===== src/rtl/bmp_stream_parser_if.sv =====
// Stream-side bundle for bmp_stream_parser: the 32-bit file-word input and
// the pixel output. The environment takes the master modport and the parser
// takes the slave modport.
interface bmp_stream_parser_if #(
  parameter int unsigned DIM_W = 12
);
  logic [31:0]      DATA;
  logic             IN_VALID;
  logic             IN_READY;
  logic             PIX_READY;
  logic             PIX_VALID;
  logic [7:0]       PIX_R;
  logic [7:0]       PIX_G;
  logic [7:0]       PIX_B;
  logic [7:0]       PIX_GRAY;
  logic [DIM_W-1:0] PIX_X;
  logic [DIM_W-1:0] PIX_Y;
  logic             SOF;
  logic             EOL;
  logic             EOF;

  modport master (
    output DATA, IN_VALID, PIX_READY,
    input  IN_READY, PIX_VALID, PIX_R, PIX_G, PIX_B, PIX_GRAY,
           PIX_X, PIX_Y, SOF, EOL, EOF
  );

  modport slave (
    input  DATA, IN_VALID, PIX_READY,
    output IN_READY, PIX_VALID, PIX_R, PIX_G, PIX_B, PIX_GRAY,
           PIX_X, PIX_Y, SOF, EOL, EOF
  );
endinterface


===== src/rtl/bmp_stream_parser.sv =====
// BMP front end: parses and validates the 54-byte header from a stream of
// little-endian 32-bit words, skips to the pixel array, strips row padding
// and emits one RGB pixel per cycle with raster coordinates and frame flags.
// Optional luma output is enabled by defining BMP_PARSER_GRAY_EN.
module bmp_stream_parser #(
  parameter int unsigned DIM_W = 12,
  parameter int unsigned OFF_W = 16
) (
  input  logic               CLK,
  input  logic               RESET,
  input  logic               ENABLE,
  bmp_stream_parser_if.slave bus,
  output logic [DIM_W-1:0]   WIDTH,
  output logic [DIM_W-1:0]   HEIGHT,
  output logic               HDR_VALID,
  output logic               ERR
);

  typedef enum logic [2:0] {
    S_HEADER, S_SKIP, S_PIXELS, S_PAD, S_FLUSH, S_DONE, S_ERROR
  } state_t;

  state_t state_q, state_d;

  // 8-byte shift buffer, oldest byte in [7:0]
  logic [63:0]      buf_q, buf_d;
  logic [3:0]       cnt_q, cnt_d, cnt_mid;
  logic [1:0]       cons_n;
  logic             issue, accept, store;

  logic [OFF_W-1:0] byte_cnt_q;
  logic [15:0]      sig_q, bpp_q;
  logic [31:0]      offset_q, width_f_q, height_f_q;
  logic [5:0]       hidx;
  logic [1:0]       lane;
  logic [7:0]       hbyte;
  logic             hdr_ok, hdr_last, skip_last, row_end, frame_row, pad_last, last_row;
  logic [1:0]       pad_q, pad_len;
  logic [DIM_W-1:0] x_q, y_q;

  logic             in_ready_q, pix_valid_q;
  logic [7:0]       r_q, g_q, b_q;
  logic [DIM_W-1:0] px_q, py_q;
  logic             sof_q, eol_q, eof_q;

  assign hbyte     = buf_q[7:0];
  assign hidx      = byte_cnt_q[5:0];
  // multi-byte fields start at 10, 18 and 22, all congruent to 2 mod 4
  assign lane      = hidx[1:0] - 2'd2;
  assign hdr_last  = (byte_cnt_q == OFF_W'(53));
  assign skip_last = (byte_cnt_q == (offset_q[OFF_W-1:0] - OFF_W'(1)));
  assign row_end   = (x_q == (WIDTH - DIM_W'(1)));
  assign frame_row = (y_q == (HEIGHT - DIM_W'(1)));
  assign pad_len   = WIDTH[1:0];
  assign pad_last  = (pad_q == (pad_len - 2'd1));
  // y has already advanced past the final row once its EOL pixel issued
  assign last_row  = (y_q == HEIGHT);

  assign hdr_ok = (sig_q == 16'h4D42) && (bpp_q == 16'd24) &&
                  (offset_q >= 32'd54) && ((offset_q >> OFF_W) == 32'd0) &&
                  (width_f_q != 32'd0) && ((width_f_q >> DIM_W) == 32'd0) &&
                  (height_f_q != 32'd0) && ((height_f_q >> DIM_W) == 32'd0);

  // FSM state register
  always_ff @(posedge CLK) begin
    if (RESET) state_q <= S_HEADER;
    else if (ENABLE) state_q <= state_d;
  end

  // FSM next-state logic
  always_comb begin
    state_d = state_q;
    unique case (state_q)
      S_HEADER: if (cons_n != 2'd0 && hdr_last)
                  state_d = !hdr_ok ? S_ERROR :
                            (offset_q == 32'd54) ? S_PIXELS : S_SKIP;
      S_SKIP:   if (cons_n != 2'd0 && skip_last) state_d = S_PIXELS;
      S_PIXELS: if (issue && row_end) begin
                  if (pad_len != 2'd0) state_d = S_PAD;
                  else if (frame_row) state_d = S_FLUSH;
                end
      S_PAD:    if (cons_n != 2'd0 && pad_last) state_d = last_row ? S_FLUSH : S_PIXELS;
      S_FLUSH:  if (!pix_valid_q || bus.PIX_READY) state_d = S_DONE;
      default:  ;
    endcase
  end

  // FSM outputs: byte consumption, pixel issue and post-consume buffer image
  always_comb begin
    cons_n = 2'd0;
    issue  = 1'b0;
    unique case (state_q)
      S_HEADER, S_SKIP, S_PAD: if (cnt_q != 4'd0) cons_n = 2'd1;
      S_PIXELS: if (cnt_q >= 4'd3 && (!pix_valid_q || bus.PIX_READY)) begin
                  cons_n = 2'd3;
                  issue  = 1'b1;
                end
      default: ;
    endcase
    accept  = ENABLE && bus.IN_VALID && in_ready_q;
    store   = accept && (state_q != S_ERROR);
    cnt_mid = cnt_q - {2'b00, cons_n};
    buf_d   = buf_q >> {cons_n, 3'b000};
    cnt_d   = cnt_mid;
    if (store) begin
      buf_d = buf_d | ({32'h0, bus.DATA} << {cnt_mid, 3'b000});
      cnt_d = cnt_mid + 4'd4;
    end
  end

  // Datapath: buffer, header fields, counters and the pixel output register
  always_ff @(posedge CLK) begin
    if (RESET) begin
      buf_q       <= '0;
      cnt_q       <= '0;
      in_ready_q  <= 1'b0;
      byte_cnt_q  <= '0;
      sig_q       <= '0;
      bpp_q       <= '0;
      offset_q    <= '0;
      width_f_q   <= '0;
      height_f_q  <= '0;
      pad_q       <= '0;
      x_q         <= '0;
      y_q         <= '0;
      WIDTH       <= '0;
      HEIGHT      <= '0;
      HDR_VALID   <= 1'b0;
      ERR         <= 1'b0;
      pix_valid_q <= 1'b0;
      r_q         <= '0;
      g_q         <= '0;
      b_q         <= '0;
      px_q        <= '0;
      py_q        <= '0;
      sof_q       <= 1'b0;
      eol_q       <= 1'b0;
      eof_q       <= 1'b0;
    end else if (ENABLE) begin
      buf_q      <= buf_d;
      cnt_q      <= cnt_d;
      in_ready_q <= (state_d == S_ERROR) || ((state_d != S_DONE) && (cnt_d <= 4'd4));

      if ((state_q == S_HEADER || state_q == S_SKIP) && cons_n != 2'd0)
        byte_cnt_q <= byte_cnt_q + OFF_W'(1);

      if (state_q == S_HEADER && cons_n != 2'd0) begin
        if (hidx inside {6'd0, 6'd1})     sig_q[{hidx[0], 3'b000} +: 8]   <= hbyte;
        if (hidx inside {[6'd10:6'd13]})  offset_q[{lane, 3'b000} +: 8]   <= hbyte;
        if (hidx inside {[6'd18:6'd21]})  width_f_q[{lane, 3'b000} +: 8]  <= hbyte;
        if (hidx inside {[6'd22:6'd25]})  height_f_q[{lane, 3'b000} +: 8] <= hbyte;
        if (hidx inside {6'd28, 6'd29})   bpp_q[{hidx[0], 3'b000} +: 8]   <= hbyte;
      end

      if (state_q == S_HEADER && (state_d == S_SKIP || state_d == S_PIXELS)) begin
        WIDTH     <= width_f_q[DIM_W-1:0];
        HEIGHT    <= height_f_q[DIM_W-1:0];
        HDR_VALID <= 1'b1;
      end
      if (state_d == S_ERROR) ERR <= 1'b1;

      if (state_q == S_PAD && cons_n != 2'd0)
        pad_q <= pad_last ? 2'd0 : pad_q + 2'd1;

      if (issue) begin
        pix_valid_q <= 1'b1;
        r_q   <= buf_q[23:16];
        g_q   <= buf_q[15:8];
        b_q   <= buf_q[7:0];
        px_q  <= x_q;
        py_q  <= y_q;
        sof_q <= (x_q == '0) && (y_q == '0);
        eol_q <= row_end;
        eof_q <= row_end && frame_row;
        if (row_end) begin
          x_q <= '0;
          y_q <= y_q + DIM_W'(1);
        end else begin
          x_q <= x_q + DIM_W'(1);
        end
      end else if (pix_valid_q && bus.PIX_READY) begin
        pix_valid_q <= 1'b0;
        sof_q       <= 1'b0;
        eol_q       <= 1'b0;
        eof_q       <= 1'b0;
      end
    end
  end

`ifdef BMP_PARSER_GRAY_EN
  logic [15:0] gray_sum;
  logic [7:0]  gray_q;

  // Luma of the pixel about to issue, fixed-point weights summing to 256
  always_comb begin
    gray_sum = 16'd77 * {8'd0, buf_q[23:16]} + 16'd150 * {8'd0, buf_q[15:8]} +
               16'd29 * {8'd0, buf_q[7:0]};
  end

  // Luma register loads together with RGB
  always_ff @(posedge CLK) begin
    if (RESET) gray_q <= '0;
    else if (ENABLE && issue) gray_q <= 8'(gray_sum >> 8);
  end

  assign bus.PIX_GRAY = gray_q;
`else
  assign bus.PIX_GRAY = '0;
`endif

  assign bus.IN_READY  = in_ready_q && ENABLE;
  assign bus.PIX_VALID = pix_valid_q && ENABLE;
  assign bus.PIX_R     = r_q;
  assign bus.PIX_G     = g_q;
  assign bus.PIX_B     = b_q;
  assign bus.PIX_X     = px_q;
  assign bus.PIX_Y     = py_q;
  assign bus.SOF       = sof_q;
  assign bus.EOL       = eol_q;
  assign bus.EOF       = eof_q;

endmodule


===== src/flat_wrapper.sv =====
// flat-port wrapper written by rule: the top's interface ports become plain ports
module bmp_stream_parser_flat 
#(
  parameter int unsigned DIM_W = 12,
  parameter int unsigned OFF_W = 16
)
  (CLK, RESET, ENABLE, WIDTH, HEIGHT, HDR_VALID, ERR, bus_DATA, bus_IN_VALID, bus_PIX_READY, bus_IN_READY, bus_PIX_VALID, bus_PIX_R, bus_PIX_G, bus_PIX_B, bus_PIX_GRAY, bus_PIX_X, bus_PIX_Y, bus_SOF, bus_EOL, bus_EOF);
  bmp_stream_parser_if #(.DIM_W(DIM_W)) bus_i ();
  input  logic CLK;
  input  logic RESET;
  input  logic ENABLE;
  output logic [DIM_W-1:0] WIDTH;
  output logic [DIM_W-1:0] HEIGHT;
  output logic HDR_VALID;
  output logic ERR;
  input wire logic [$bits(bus_i.DATA)-1:0] bus_DATA;
  input wire logic [$bits(bus_i.IN_VALID)-1:0] bus_IN_VALID;
  input wire logic [$bits(bus_i.PIX_READY)-1:0] bus_PIX_READY;
  output wire logic [$bits(bus_i.IN_READY)-1:0] bus_IN_READY;
  output wire logic [$bits(bus_i.PIX_VALID)-1:0] bus_PIX_VALID;
  output wire logic [$bits(bus_i.PIX_R)-1:0] bus_PIX_R;
  output wire logic [$bits(bus_i.PIX_G)-1:0] bus_PIX_G;
  output wire logic [$bits(bus_i.PIX_B)-1:0] bus_PIX_B;
  output wire logic [$bits(bus_i.PIX_GRAY)-1:0] bus_PIX_GRAY;
  output wire logic [$bits(bus_i.PIX_X)-1:0] bus_PIX_X;
  output wire logic [$bits(bus_i.PIX_Y)-1:0] bus_PIX_Y;
  output wire logic [$bits(bus_i.SOF)-1:0] bus_SOF;
  output wire logic [$bits(bus_i.EOL)-1:0] bus_EOL;
  output wire logic [$bits(bus_i.EOF)-1:0] bus_EOF;
  assign bus_i.DATA = bus_DATA;
  assign bus_i.IN_VALID = bus_IN_VALID;
  assign bus_i.PIX_READY = bus_PIX_READY;
  assign bus_IN_READY = bus_i.IN_READY;
  assign bus_PIX_VALID = bus_i.PIX_VALID;
  assign bus_PIX_R = bus_i.PIX_R;
  assign bus_PIX_G = bus_i.PIX_G;
  assign bus_PIX_B = bus_i.PIX_B;
  assign bus_PIX_GRAY = bus_i.PIX_GRAY;
  assign bus_PIX_X = bus_i.PIX_X;
  assign bus_PIX_Y = bus_i.PIX_Y;
  assign bus_SOF = bus_i.SOF;
  assign bus_EOL = bus_i.EOL;
  assign bus_EOF = bus_i.EOF;
  bmp_stream_parser #(.DIM_W(DIM_W), .OFF_W(OFF_W)) u_core (.CLK(CLK), .RESET(RESET), .ENABLE(ENABLE), .bus(bus_i), .WIDTH(WIDTH), .HEIGHT(HEIGHT), .HDR_VALID(HDR_VALID), .ERR(ERR));
endmodule

===== config.mk =====
export PLATFORM = sky130hd
export DESIGN_NAME = bmp_stream_parser_flat
export DESIGN_NICKNAME = d
export VERILOG_FILES = /design/src/rtl/bmp_stream_parser_if.sv /design/src/rtl/bmp_stream_parser.sv /design/src/flat_wrapper.sv
export SDC_FILE = /design/constraint.sdc
export NUM_CORES = 1
export LEC_CHECK = 0
export ABC_CLOCK_PERIOD_IN_PS = 6600
export BUFFER_PORTS_ARGS = -buffer_cell sky130_fd_sc_hd__clkbuf_2
export CORE_ASPECT_RATIO = 0.6
export CORE_UTILIZATION = 45
export CTS_BUF_LIST = sky130_fd_sc_hd__clkbuf_4 sky130_fd_sc_hd__clkbuf_8
export DETAILED_ROUTE_END_ITERATION = 6
export GPL_TIMING_DRIVEN = 0
export PLACE_DENSITY = 0.65
export SYNTH_ARGS = -nofsm -noshare
export SYNTH_HDL_FRONTEND = slang
export SYNTH_SLANG_ARGS = --single-unit

===== constraint.sdc =====
create_clock -name CLK -period 6.6 [get_ports CLK]
set_input_delay 1.65 -clock CLK [delete_from_list [all_inputs] [get_ports CLK]]
set_output_delay 1.65 -clock CLK [all_outputs]
set_load 0.1 [all_outputs]

# After elaboration in Yosys (flattened, before gate mapping)
# Index checks and enable logic that the tools add are counted.
word_totals:
  ff_bits: 320
  output_inout_bits: 87
  elab_cells: 167
classes:
  n_addsub: 13
  n_lt_le_gt_ge: 9
  n_eq_ne: 21
  shifts: 6
  muxes: 30
  bitwise: 1
  n_reduce_logical: 61
ops:
  columns: ["op", "count"]
  rows:
  - ["$bwmux 32", 3]
  - ["$logic_not 32->1", 3]
  - ["$mux 64", 1]
  - ["$or 64x64->64", 1]
  - ["$reduce_bool 32->1", 2]
  - ["$shl 32x7->64", 1]
  - ["$shr 64x5->64", 1]
  - ["$eq 12x12->1", 3]
  - ["$bwmux 16", 2]
  - ["$eq 32x6->1 const B", 1]
  - ["$ge 32x6->1 const B", 1]
  - ["$shift 8x7->32 const A", 1]
  - ["$shiftx 8x7->32", 1]
  - ["$logic_and 1x1->1", 28]
  - ["$mux 3", 9]
  - ["$add 12x1->12 const B", 2]
  - ["$logic_not 12->1", 2]
  - ["$sub 12x1->12 const B", 2]
  - ["$reduce_and 3->1", 6]
  - ["$add 16x1->16 const B", 1]
  - ["$eq 16x15->1 const B", 1]
  - ["$eq 16x16->1", 1]
  - ["$eq 16x5->1 const B", 1]
  - ["$eq 16x6->1 const B", 1]
  - ["37 further kinds", 66]

# Depth between registers and ports, before layout
# Gate-level depths: netlist (run 1).
depth:
  ltp_word: 15
  mapped_depth: 17
  mapped_depth_nobuf: 14

# Worst setup path before layout (run 1)
# Ideal clock, no wire load.
synth_timing:
  path_kind: "input-to-reg"
  from: "in bus_PIX_READY"
  to: "reg u_core.buf_q[2]"
  setup_time_ns: 0.078
  t_arrival_ns: 4.600
  t_required_ns: 6.522
  setup_slack_ns: 1.922
  path_stages: 14
  n_path_buf: 3
  cell_sequence: "nor2b_1 > nor3_1 > inv_1 > clkbuf_1 > ha_1 > a211oi_1 > xnor2_1 > nand2b_1 > clkbuf_1 > nor3_1 > and2_1 > clkbuf_1 > a221oi_1 > nor3_1"
synth_via:
  elab_chain_len: 8
synth_rtl:
  columns: ["item", "line", "source"]
  rows:
  - ["start, declared", "flat_wrapper.sv:18", "input wire logic [$bits(bus_i.PIX_READY)-1:0] bus_PIX_READY;"]
  - ["$logic_or 1x1->1 (*)", "bmp_stream_parser.sv:94", "S_PIXELS: if (cnt_q >= 4'd3 && (!pix_valid_q || bus.PIX_READY)) begin"]
  - ["$logic_and 1x1->1 (*)", "bmp_stream_parser.sv:94", null]
  - ["$mux 2 (*)", "bmp_stream_parser.sv:94", null]
  - ["$pmux 2 s2 (*)", "bmp_stream_parser.sv:92", "unique case (state_q)"]
  - ["$sub 4x2->4", "bmp_stream_parser.sv:102", "cnt_mid = cnt_q - {2'b00, cons_n};"]
  - ["$shl 32x7->64", "bmp_stream_parser.sv:106", "buf_d = buf_d | ({32'h0, bus.DATA} << {cnt_mid, 3'b000});"]
  - ["$or 64x64->64", "bmp_stream_parser.sv:106", null]
  - ["$mux 64 (*)", "bmp_stream_parser.sv:105", "if (store) begin"]
  - ["end signal, assigned", "bmp_stream_parser.sv:140", "buf_q <= buf_d;"]
  - ["end, declared", "bmp_stream_parser.sv:26", "logic [63:0] buf_q, buf_d;"]
# Mark *: on every way between the ends. The rest lies on a longest branch, timed or not.
# A chain may end at the register's enable or synchronous reset.

# Worst setup path in the final report (run 1)
layout_timing:
  from: "in bus_PIX_READY"
  to: "reg u_core.buf_q[35]"
# The elaborated chain is that of the path after synthesis.

==> impl_metrics.py, run 1 <==
metrics = {
    "synth": {
        "synth.top_cells.by_area": "dfxtp_1 39%, mux2i_1 8.6%, nand2_1 6.5%",
        "synthArstFlopShare": 0,
        "yosys_warnings": 0,
        "synth_cell_types": 75,
        "ys_seq_area_frac": 0.392,
        "synth_seq_cells": 320,
        "synth_top_cell_area_share": 0.392,
        "ys.flop_type": "dfxtp_1",
        "synth.largest_area_cell": "dfxtp_1",
        "syn_inst": 2032,
        "synth-edff-count": 0,
        "syn_avg_cell_area_um2": 8.05,
        "syn_area_um2": 16400,
    },
    "timing": {
        "finClkSkew_ns": 0.0422,
        "fin_crit_sh": 0.857,
        "rsz0062_at_grt": "no",
        "hold_violations": 0,
        "worst_pin_slew_ns": 1.41,
        "finalSetupViolCount": 0,
        "relSlewSlack": 0.0357,
        "fin_crit_ns": 5.66,
        "fin_ws_ns": 0.942,
        "max_freq_ghz": 0.177,
        "tns_ns": 0,
        "drv_slew": 0,
    },
    "min_path": {
        "holdPathEnd": "u_core.bus.PIX_G[2]",
        "min-delay-start": "u_core.bus.PIX_G[2]",
        "holdPathStages": 2,
        "hp-class": "reg2reg",
    },
    "clocking": {
        "htree_levels": 2,
        "clock_latency_ns": 0.65,
        "cts_root_buf": "clkbuf_8",
        "hold_buffers": 0,
        "postCtsSetupRepairBufs": 0,
        "clockBufferDepth": 3,
        "clk_pin_slew_ns": 0.07,
        "clock-sinks": 320,
        "cts_resized": 0,
        "cts_buffers": 49,
        "tritoncts": "done",
    },
    "power_and_ir_drop": {
        "vdd_drop_max_v": 0.000268,
        "internal_power_mw": 3.65,
        "clkPwrFrac": 0.289,
        "p_switching_mw": 2.67,
        "power.density_nw_per_um2": 340,
        "switching_share": 0.423,
        "seqPwrFrac": 0.327,
        "total_leakage_power_nw": 7.21,
        "p_comb_frac": 0.384,
    },
    "drt": {
        "wirelength_um": 57600,
        "via_count": 16180,
        "viasPerCell": 5.98,
        "wl_per_cell_um": 21.3,
        "drtIter0Drc": 1897,
        "drc": 0,
        "ant_nets": 0,
        "drtPass1Iterations": 7,
    },
    "setup_path": {
        "end_kind": "flop",
        "arrival_ns": 6.17,
        "slowest_stage": "clkinv_1",
        "path_class": "in2reg",
        "worstRegToRegCells": 17,
        "rrSetupSlack_ns": 1.29,
        "max_stage_delay_ns": 0.49,
        "cp.required_ns": 7.11,
        "worstReg2RegEnd": "u_core.buf_q[35]",
        "path_delay_family": "buffers and inverters",
        "r2r-start": "u_core.cnt_q[2]",
        "worst-path-max-fanout": 10,
        "cp_cell_sequence": "clkbuf_2 -> nor2b_1 -> o21ai_0 -> nand2_1 -> clkinv_1 -> ha_1 -> inv_1 -> fa_1 -> clkbuf_1 -> inv_1 -> clkbuf_1 -> buf_1 -> nor3_1 -> a21oi_1 -> o21ai_0 -> a22oi_1 -> nor2_1",
        "crit_buf_inv": 7,
        "critPathLaunchType": "input port",
    },
    "floorplanning": {
        "num_io_pins": 124,
        "die_area_um2": 37200,
        "placement_rows": 53,
        "die_h_um": 150,
        "core_region_area_um2": 35400,
        "start_util": 0.462,
        "die_x_um": 248,
    },
    "global_routing": {
        "grt_pass1_vias": 14768,
        "grt_pass1_wl_um": 86400,
        "antenna_found_initial": 1,
        "grt_overflow": 0,
        "grt_max_degree": 16,
        "track_usage": 0.307,
    },
    "flow_run": {
        "cap_viol_max_count": 0,
    },
    "placed_design": {
        "globalplace.congestion": 0.972,
        "dp_hpwl_um": 44200,
        "dp_slack_ns": 0.125,
        "numPortBuffers": 114,
    },
    "final_layout": {
        "area_growth_pct": 13.8,
        "drive_above_1_share": 0.111,
        "diodes": 0,
        "finalNetCount": 2259,
    },
    "run_status": {
        "status": "finished, final reports clean",
    },
}
-- metrics by stage --
step	instance area [um2]	utilization	std cells	power, mW	hold WS, ns
finish	18600	0.526	2706	6.33	0.454
global route	18600	0.526	2706	6.58	0.474
CTS	18600	0.525	2706	6.24	0.457
detailed placement	17600	0.496	2620	4.44	0.449
global placement	17500	0.495	2620	4.42	0.444
floorplan	16400	-	2039	3.65	0.440
-- cell type report --
class	count	area [um2]
Timing Repair Buffer	114	571
Fill cell	3418	16800
Multi-Input combinational cell	1531	9220
Sequential cell	320	6410
Tap cell	467	584
Inverter	27	101
Clock inverter	10	134
Clock buffer	76	921
Buffer	161	673
-- cells in the mapped netlist, drive strengths merged (5+ instances only) --
cell    instances
a221oi          9
o221ai          6
mux2i         140
nor4           41
and2           33
nor3           58
o22ai           8
a221o          24
nor4b          12
or4            10
or3            16
nand2         282
a32oi          24
nand4          25
nand3          43
a22oi          33
clkbuf        135
nor2          282
ha             17
nand2b         58
a31oi           5
and3            8
nand3b          6
a21oi         120
nor3b           5
dfxtp         320
mux2           18
buf            26
o21ai          81
inv            26
nor2b           9
xor2           50
a211oi         10
xnor2          33
-- worst max-delay path by stage --
| stage | from | to | slack, ns | cells past startpoint |
|---|---|---|---|---|
| 4_1_cts | bus_PIX_READY | u_core.buf_q[3] | 0.74 | 16 |
| 2_1_floorplan | bus_PIX_READY | u_core.buf_q[2] | 1.92 | 14 |
| 3_3_place_gp | bus_PIX_READY | u_core.buf_q[5] | 0.12 | 16 |
| 6_report | bus_PIX_READY | u_core.buf_q[35] | 0.94 | 17 |
| 5_1_grt | bus_PIX_READY | u_core.buf_q[35] | 0.71 | 17 |
| 3_5_place_dp | bus_PIX_READY | u_core.buf_q[3] | 0.13 | 16 |
-- power by group through the flow --
stage | combinational (mW) | sequential [mW] | clock, mW
detailed placement | 2.33 | 2.11 | 0
global placement | 2.31 | 2.11 | 0
CTS | 2.34 | 2.07 | 1.84
global route | 2.58 | 2.08 | 1.92
finish | 2.43 | 2.07 | 1.83
floorplan | 1.54 | 2.11 | 0
-- cell usage in the layout (no fill, tap or decap), types with 9 or more instances in the layout --
| cell | synthesis | routed |
|---|---|---|
| dfxtp_1 | 320 | 320 |
| nand2_1 | 282 | 282 |
| nor2_1 | 282 | 282 |
| mux2i_1 | 140 | 140 |
| clkbuf_1 | 134 | 134 |
| a21oi_1 | 120 | 120 |
| clkbuf_2 | 1 | 115 |
| o21ai_0 | 81 | 81 |
| nand2b_1 | 58 | 58 |
| clkbuf_8 | 0 | 56 |
| nor3_1 | 57 | 54 |
| xor2_1 | 50 | 50 |
| nand3_1 | 43 | 43 |
| nor4_1 | 39 | 39 |
| and2_1 | 33 | 33 |
| xnor2_1 | 33 | 33 |
| a22oi_1 | 33 | 33 |
| inv_1 | 26 | 26 |
| nand4_1 | 25 | 25 |
| a32oi_1 | 24 | 24 |
| a221o_1 | 24 | 24 |
| clkbuf_4 | 0 | 20 |
| mux2_2 | 18 | 18 |
| ha_1 | 17 | 17 |
| or3_1 | 16 | 16 |
| buf_1 | 13 | 13 |
| nor4b_1 | 12 | 12 |
| a211oi_1 | 10 | 10 |
| nor2b_1 | 9 | 9 |
| or4_1 | 9 | 9 |
| a221oi_1 | 9 | 9 |
-- cells by family after synthesis --
group,share of synthesized area
other cells,0.000229
flops,0.392
buf+inv,0.0473
fa+ha+maj,0.0142
xor+xnor,0.0444
compound gates,0.144
mux,0.0980
simple gates,0.260
-- flip-flops by register name, summed over array words and instances (netlist names), 16 cells and up --
| register | cells |
|---|---|
| u_core.height_f_q | 32 |
| u_core.width_f_q | 32 |
| u_core.offset_q | 32 |
| u_core.bpp_q | 16 |
| u_core.byte_cnt_q | 16 |
| u_core.buf_q | 64 |
| u_core.sig_q | 16 |
-- worst min-delay path: stages, from the launching register on --
cell	delay, ns
dfxtp_1	0.31
nand2_1	0.05
a21oi_1	0.05
-- routing by layer --
metal | global-route usage | up-vias | wire [um] | part of all wire
met3 | 0.0861 | 127 | 7290 | 0.13
met2 | 0.409 | 898 | 21900 | 0.38
li1 | - | 7442 | - | -
met4 | 0.0991 | 2 | 1640 | 0.029
met1 | 0.464 | 7711 | 26800 | 0.46
met5 | 0 | - | 18 | 0.00031
Power figures use the tool's default switching activity.
==> run 2: changes to the inputs <==
Settings changed: ABC_CLOCK_PERIOD_IN_PS 6600 to 4900, PLACE_DENSITY 0.65 to 0.67.
Clock period 6.6 ns to 4.9 ns, I/O delays scaled along.
==> run 2 against run 1 <==
Clock skew is 0.0065 ns lower. Largest power group unchanged. Via count is 1.3% lower. Final cell count stayed put. First-iteration DRC count is 8.6% lower. Power is 34% higher. Utilization is 0.078 points higher. Critical path type unchanged. Register-to-register slack worse by 1.1 ns. The run now ends with design-rule violations left.
==> impl_metrics.py, run 2 (synthesis gave the netlist of run 1 again) <==
metrics = {
    "run_status": {
        "status": "finished with violations",
        "violations": "design-rule violations",
    },
    "setup_path": {
        "path_class": "in2reg",
        "cp_cell_sequence": "clkbuf_2 -> nor2b_1 -> o21ai_0 -> nand2_2 -> clkinv_1 -> ha_1 -> inv_1 -> fa_1 -> inv_1 -> clkbuf_2 -> buf_1 -> a21oi_1 -> o21ai_0 -> a222oi_1 -> nor2_1",
        "worst-path-max-fanout": 10,
        "crit_buf_inv": 6,
        "path_delay_family": "buffers and inverters",
        "critPathLaunchType": "input port",
        "cp.required_ns": 5.45,
        "arrival_ns": 5.31,
        "max_stage_delay_ns": 0.64,
        "slowest_stage": "fa_1",
        "end_kind": "flop",
    },
    "clocking": {
        "tritoncts": "done",
        "hold_buffers": 0,
        "cts_buffers": 49,
        "clk_pin_slew_ns": 0.06,
        "cts_root_buf": "clkbuf_8",
        "clockBufferDepth": 3,
        "htree_levels": 2,
        "clock-sinks": 320,
        "clock_latency_ns": 0.62,
    },
    "final_layout": {
        "final_cell_mix": "320 x dfxtp_1, 281 x nand2_1, 279 x nor2_1, 140 x mux2i_1, 128 x clkbuf_1",
        "final_util": 0.526,
        "drive_above_1_share": 0.117,
        "largest_reg_flops": 64,
        "area_growth_pct": 13.9,
        "finalNetCount": 2258,
        "mostFrequentLayoutCell": "dfxtp_1",
        "diodes": 0,
        "regMostFlops": "u_core.buf_q",
    },
    "timing": {
        "relSlewSlack": 0.267,
        "tns_ns": 0,
        "hold_slack_ns": 0.455,
        "drv_slew": 0,
        "fin_crit_ns": 4.76,
        "fin_crit_sh": 0.971,
        "finalSetupViolCount": 0,
        "hold_violations": 0,
        "rsz0062_at_grt": "no",
        "finClkSkew_ns": 0.0358,
        "fin_ws_ns": 0.144,
        "worst_pin_slew_ns": 1.09,
        "max_freq_ghz": 0.210,
    },
    "drt": {
        "drc": 2,
        "viasPerCell": 5.90,
        "drtIter0Drc": 1733,
        "via_count": 15977,
        "wirelength_um": 56200,
        "wl_per_cell_um": 20.8,
        "drtPass1Iterations": 7,
        "ant_nets": 0,
    },
    "power_and_ir_drop": {
        "p_switching_mw": 3.55,
        "total_leakage_power_nw": 7.21,
        "seqPwrFrac": 0.332,
        "internal_power_mw": 4.89,
        "clkPwrFrac": 0.281,
        "p_comb_frac": 0.387,
        "fin_total_pwr_mw": 8.45,
        "switching_share": 0.421,
        "power.density_nw_per_um2": 453,
        "vdd_drop_max_v": 0.000356,
    },
    "floorplanning": {
        "placement_rows": 53,
        "die_x_um": 248,
        "die_area_um2": 37200,
        "num_io_pins": 124,
        "start_util": 0.462,
        "die_h_um": 150,
        "core_region_area_um2": 35400,
    },
    "placed_design": {
        "dp_slack_ns": -0.996,
        "numPortBuffers": 114,
        "dp_hpwl_um": 43300,
        "globalplace.congestion": 1.00,
    },
    "global_routing": {
        "grt_max_degree": 14,
        "grt_pass1_wl_um": 85100,
        "antenna_found_initial": 0,
        "grt_pass1_vias": 14565,
        "grt_overflow": 0,
        "track_usage": 0.300,
    },
    "flow_run": {
        "cap_viol_max_count": 0,
    },
    "min_path": {
        "hp-class": "reg2reg",
    },
}
run 2: cell types whose count changed in the layout (fill, tap and decap cells not counted), sizes merged:
cell and delta:
clkinvlp +4, clkinv -3, bufinv -2, clkbuf +1
run 2: what timing repair did:
action,4_1_cts,5_1_grt
buffers inserted,0,1
endpoints found under the setup margin,23,78
resized for setup,5,13
pin swaps,0,1
run 2: area by class of cell:
| class | count | area (um2) |
|---|---|---|
| Fill cell | 3442 | 16800 |
| Multi-Input combinational cell | 1531 | 9260 |
| Sequential cell | 320 | 6410 |
| Clock buffer | 78 | 980 |
| Buffer | 159 | 672 |
| Tap cell | 467 | 584 |
| Timing Repair Buffer | 115 | 578 |
| Inverter | 27 | 101 |
| Clock inverter | 9 | 61.3 |
run 2: routing by layer:
layer,wire length [um],part of all wire,track usage
met2,22300,0.40,0.415
met4,1260,0.022,0.0765
met3,6440,0.11,0.0872
met5,0,0,0
met1,26200,0.47,0.447
run 2: path summary, 6_finish.rpt:
check                                          from                   to  slack (ns)  depth (start not counted)
worst max-delay path                  bus_PIX_READY     u_core.buf_q[32]        0.14                         15
worst min-delay path            u_core.bus.PIX_B[5]  u_core.bus.PIX_B[5]        0.45                          2
worst max register to register      u_core.cnt_q[2]     u_core.buf_q[32]        0.23                         15
worst min register to register  u_core.bus.PIX_B[5]  u_core.bus.PIX_B[5]        0.45                          2
run 2: worst reg2reg max path, cell delays in order (launching register included):
cell and delay, ns:
dfxtp_1 0.30, clkbuf_1 0.20, a211oi_1 0.39, o21ai_0 0.19, nand2_2 0.30, clkinv_1 0.39
ha_1 0.31, inv_1 0.09, fa_1 0.64, inv_1 0.37, clkbuf_2 0.32, buf_1 0.41
a21oi_1 0.17, o21ai_0 0.32, a222oi_1 0.12, nor2_1 0.12
run 2: metrics by stage:
stage	cells	area, um2
2_1_floorplan	2039	16400
3_3_place_gp	2620	17500
3_5_place_dp	2620	17600
4_1_cts	2707	18600
5_1_grt	2706	18600
6_report	2706	18600
run 2: power by group through the flow:
stage / sequential, mW / combinational [mW] / clock, mW
after global placement: 2.85 / 3.08 / 0
after detailed placement: 2.85 / 3.09 / 0
after CTS: 2.79 / 3.13 / 2.40
after global routing: 2.81 / 3.50 / 2.53
final: 2.80 / 3.27 / 2.37
after floorplan: 2.84 / 2.08 / 0
==> run 3: changes to the inputs <==
Settings changed: ABC_CLOCK_PERIOD_IN_PS 4900 to 5480, PLACE_DENSITY 0.67 to 0.65.
Clock period 4.9 ns to 5.48 ns, I/O delays scaled along.
==> run 3 against run 2 <==
The flow now finishes without violations. Worst setup slack improved by 0.093 ns. Design area hardly changed. Power fell by 9.5%. Hold slack got worse by 0.00066 ns. Final cell count did not move. Sequential cell count unchanged. Register-to-register slack about the same. Die area stayed put. Clock skew rose by 0.0080 ns. Critical endpoint is now u_core.buf_q[3]. Largest cell class unchanged. Largest power group unchanged.
==> impl_metrics.py, run 3 (synthesis gave the netlist of run 1 again) <==
metrics = {
    "run_status": {
        "status": "finished, final reports clean",
    },
    "setup_path": {
        "worst-path-max-fanout": 11,
        "critPathLaunchType": "flop",
        "path_delay_family": "simple AND/OR/NAND/NOR gates",
        "cp.required_ns": 5.99,
        "path_common_cell": "clkbuf_1",
        "cp_cell_sequence": "clkbuf_1 -> or3b_2 -> nor3_1 -> inv_1 -> clkbuf_1 -> ha_1 -> a211oi_1 -> xnor2_1 -> nand2b_1 -> clkbuf_1 -> nor3_2 -> and2_1 -> clkbuf_1 -> a221oi_1 -> nor3_1",
        "path_class": "reg2reg",
        "end_kind": "flop",
        "arrival_ns": 5.76,
        "crit_cells": 15,
        "worstRegToRegCells": 15,
        "crit_buf_inv": 5,
        "max_stage_delay_ns": 0.82,
        "slowest_stage": "nor3_2",
    },
    "drt": {
        "drtIter0Drc": 1799,
        "via_count": 16147,
        "viasPerCell": 5.97,
        "ant_nets": 0,
        "wirelength_um": 57500,
        "drc": 0,
        "drtPass1Iterations": 5,
        "wl_per_cell_um": 21.2,
    },
    "floorplanning": {
        "num_io_pins": 124,
        "die_h_um": 150,
        "die_area_um2": 37200,
        "core_region_area_um2": 35400,
        "placement_rows": 53,
        "start_util": 0.462,
        "die_x_um": 248,
    },
    "final_layout": {
        "area_growth_pct": 13.8,
        "final_util": 0.526,
        "diodes": 0,
        "finalNetCount": 2259,
        "mostFrequentLayoutCell": "dfxtp_1",
        "regMostFlops": "u_core.buf_q",
        "layout.cells.non_filler": 2706,
        "largest_reg_flops": 64,
        "final_cell_mix": "320 x dfxtp_1, 282 x nor2_1, 281 x nand2_1, 140 x mux2i_1, 134 x clkbuf_1",
        "drive_above_1_share": 0.113,
    },
    "clocking": {
        "cts_buffers": 49,
        "tritoncts": "done",
        "clock-sinks": 320,
        "clockBufferDepth": 3,
        "clk_pin_slew_ns": 0.07,
        "cts_root_buf": "clkbuf_8",
        "clock_latency_ns": 0.65,
        "htree_levels": 2,
        "postCtsSetupRepairBufs": 0,
    },
    "power_and_ir_drop": {
        "total_leakage_power_nw": 7.21,
        "p_switching_mw": 3.24,
        "vdd_drop_max_v": 0.000323,
        "internal_power_mw": 4.41,
        "switching_share": 0.424,
        "p_comb_frac": 0.386,
        "fin_total_pwr_mw": 7.64,
        "seqPwrFrac": 0.326,
        "clkPwrFrac": 0.288,
        "power.density_nw_per_um2": 410,
    },
    "timing": {
        "fin_crit_sh": 0.957,
        "relSlewSlack": 0.0384,
        "tns_ns": 0,
        "fin_ws_ns": 0.237,
        "rsz0062_at_grt": "no",
        "hold_violations": 0,
        "max_freq_ghz": 0.191,
        "worst_pin_slew_ns": 1.41,
        "finClkSkew_ns": 0.0438,
        "drv_slew": 0,
        "finalSetupViolCount": 0,
        "fin_crit_ns": 5.24,
    },
    "global_routing": {
        "grt_pass1_wl_um": 86500,
        "grt_max_degree": 16,
        "grt_pass1_vias": 14763,
        "grt_overflow": 0,
        "track_usage": 0.307,
        "antenna_found_initial": 0,
    },
    "placed_design": {
        "dp_hpwl_um": 44200,
        "dp.cells": 2620,
        "globalplace.congestion": 0.972,
        "numPortBuffers": 114,
        "dp_slack_ns": -0.715,
    },
    "flow_run": {
        "cap_viol_max_count": 0,
    },
    "min_path": {
        "hp-class": "reg2reg",
        "holdPathStages": 2,
    },
}
-- run 3: layer usage --
metal	up-vias	global-route usage	wire length (um)
met5	-	0	0
met4	0	0.0997	1690
met3	124	0.0864	6760
met2	869	0.409	21900
met1	7715	0.466	27200
li1	7439	-	-
-- run 3: final cells by class --
cell class	count	area (um2)
Fill cell	3419	16800
Multi-Input combinational cell	1531	9230
Sequential cell	320	6410
Clock buffer	76	921
Buffer	161	673
Tap cell	467	584
Timing Repair Buffer	114	571
Clock inverter	10	134
Inverter	27	105
-- run 3: worst register-to-register path: stages, from the launching register on --
cell	delay, ns
dfxtp_1	0.36
clkbuf_1	0.35
or3b_2	0.51
nor3_1	0.24
inv_1	0.12
clkbuf_1	0.31
ha_1	0.38
a211oi_1	0.39
xnor2_1	0.23
nand2b_1	0.10
clkbuf_1	0.28
nor3_2	0.83
and2_1	0.23
clkbuf_1	0.32
a221oi_1	0.17
nor3_1	0.30
-- run 3: metrics by stage --
step | hold slack, ns | area (um2)
detailed placement | 0.449 | 17600
floorplan | 0.440 | 16400
CTS | 0.457 | 18600
global route | 0.474 | 18600
global placement | 0.444 | 17500
finish | 0.454 | 18600
-- run 3: path summary, 6_finish.rpt --
check / from / to / slack (ns)
max reg2reg: u_core.state_q[1] / u_core.buf_q[3] / 0.24
min: u_core.bus.PIX_G[2] / u_core.bus.PIX_G[2] / 0.45
max: u_core.state_q[1] / u_core.buf_q[3] / 0.24
min reg2reg: u_core.bus.PIX_G[2] / u_core.bus.PIX_G[2] / 0.45
-- run 3: timing repair --
item,in CTS,in global routing
hold buffers,0,0
gates resized for setup,1,3
setup endpoints to repair,7,14
-- run 3: power groups by stage --
| stage | Sequential [mW] | Clock [mW] | Combinational [mW] |
|---|---|---|---|
| 6_report | 2.49 | 2.20 | 2.95 |
| 4_1_cts | 2.49 | 2.21 | 2.82 |
| 3_5_place_dp | 2.54 | 0 | 2.81 |
| 2_1_floorplan | 2.54 | 0 | 1.86 |
| 3_3_place_gp | 2.54 | 0 | 2.78 |
| 5_1_grt | 2.50 | 2.32 | 3.12 |
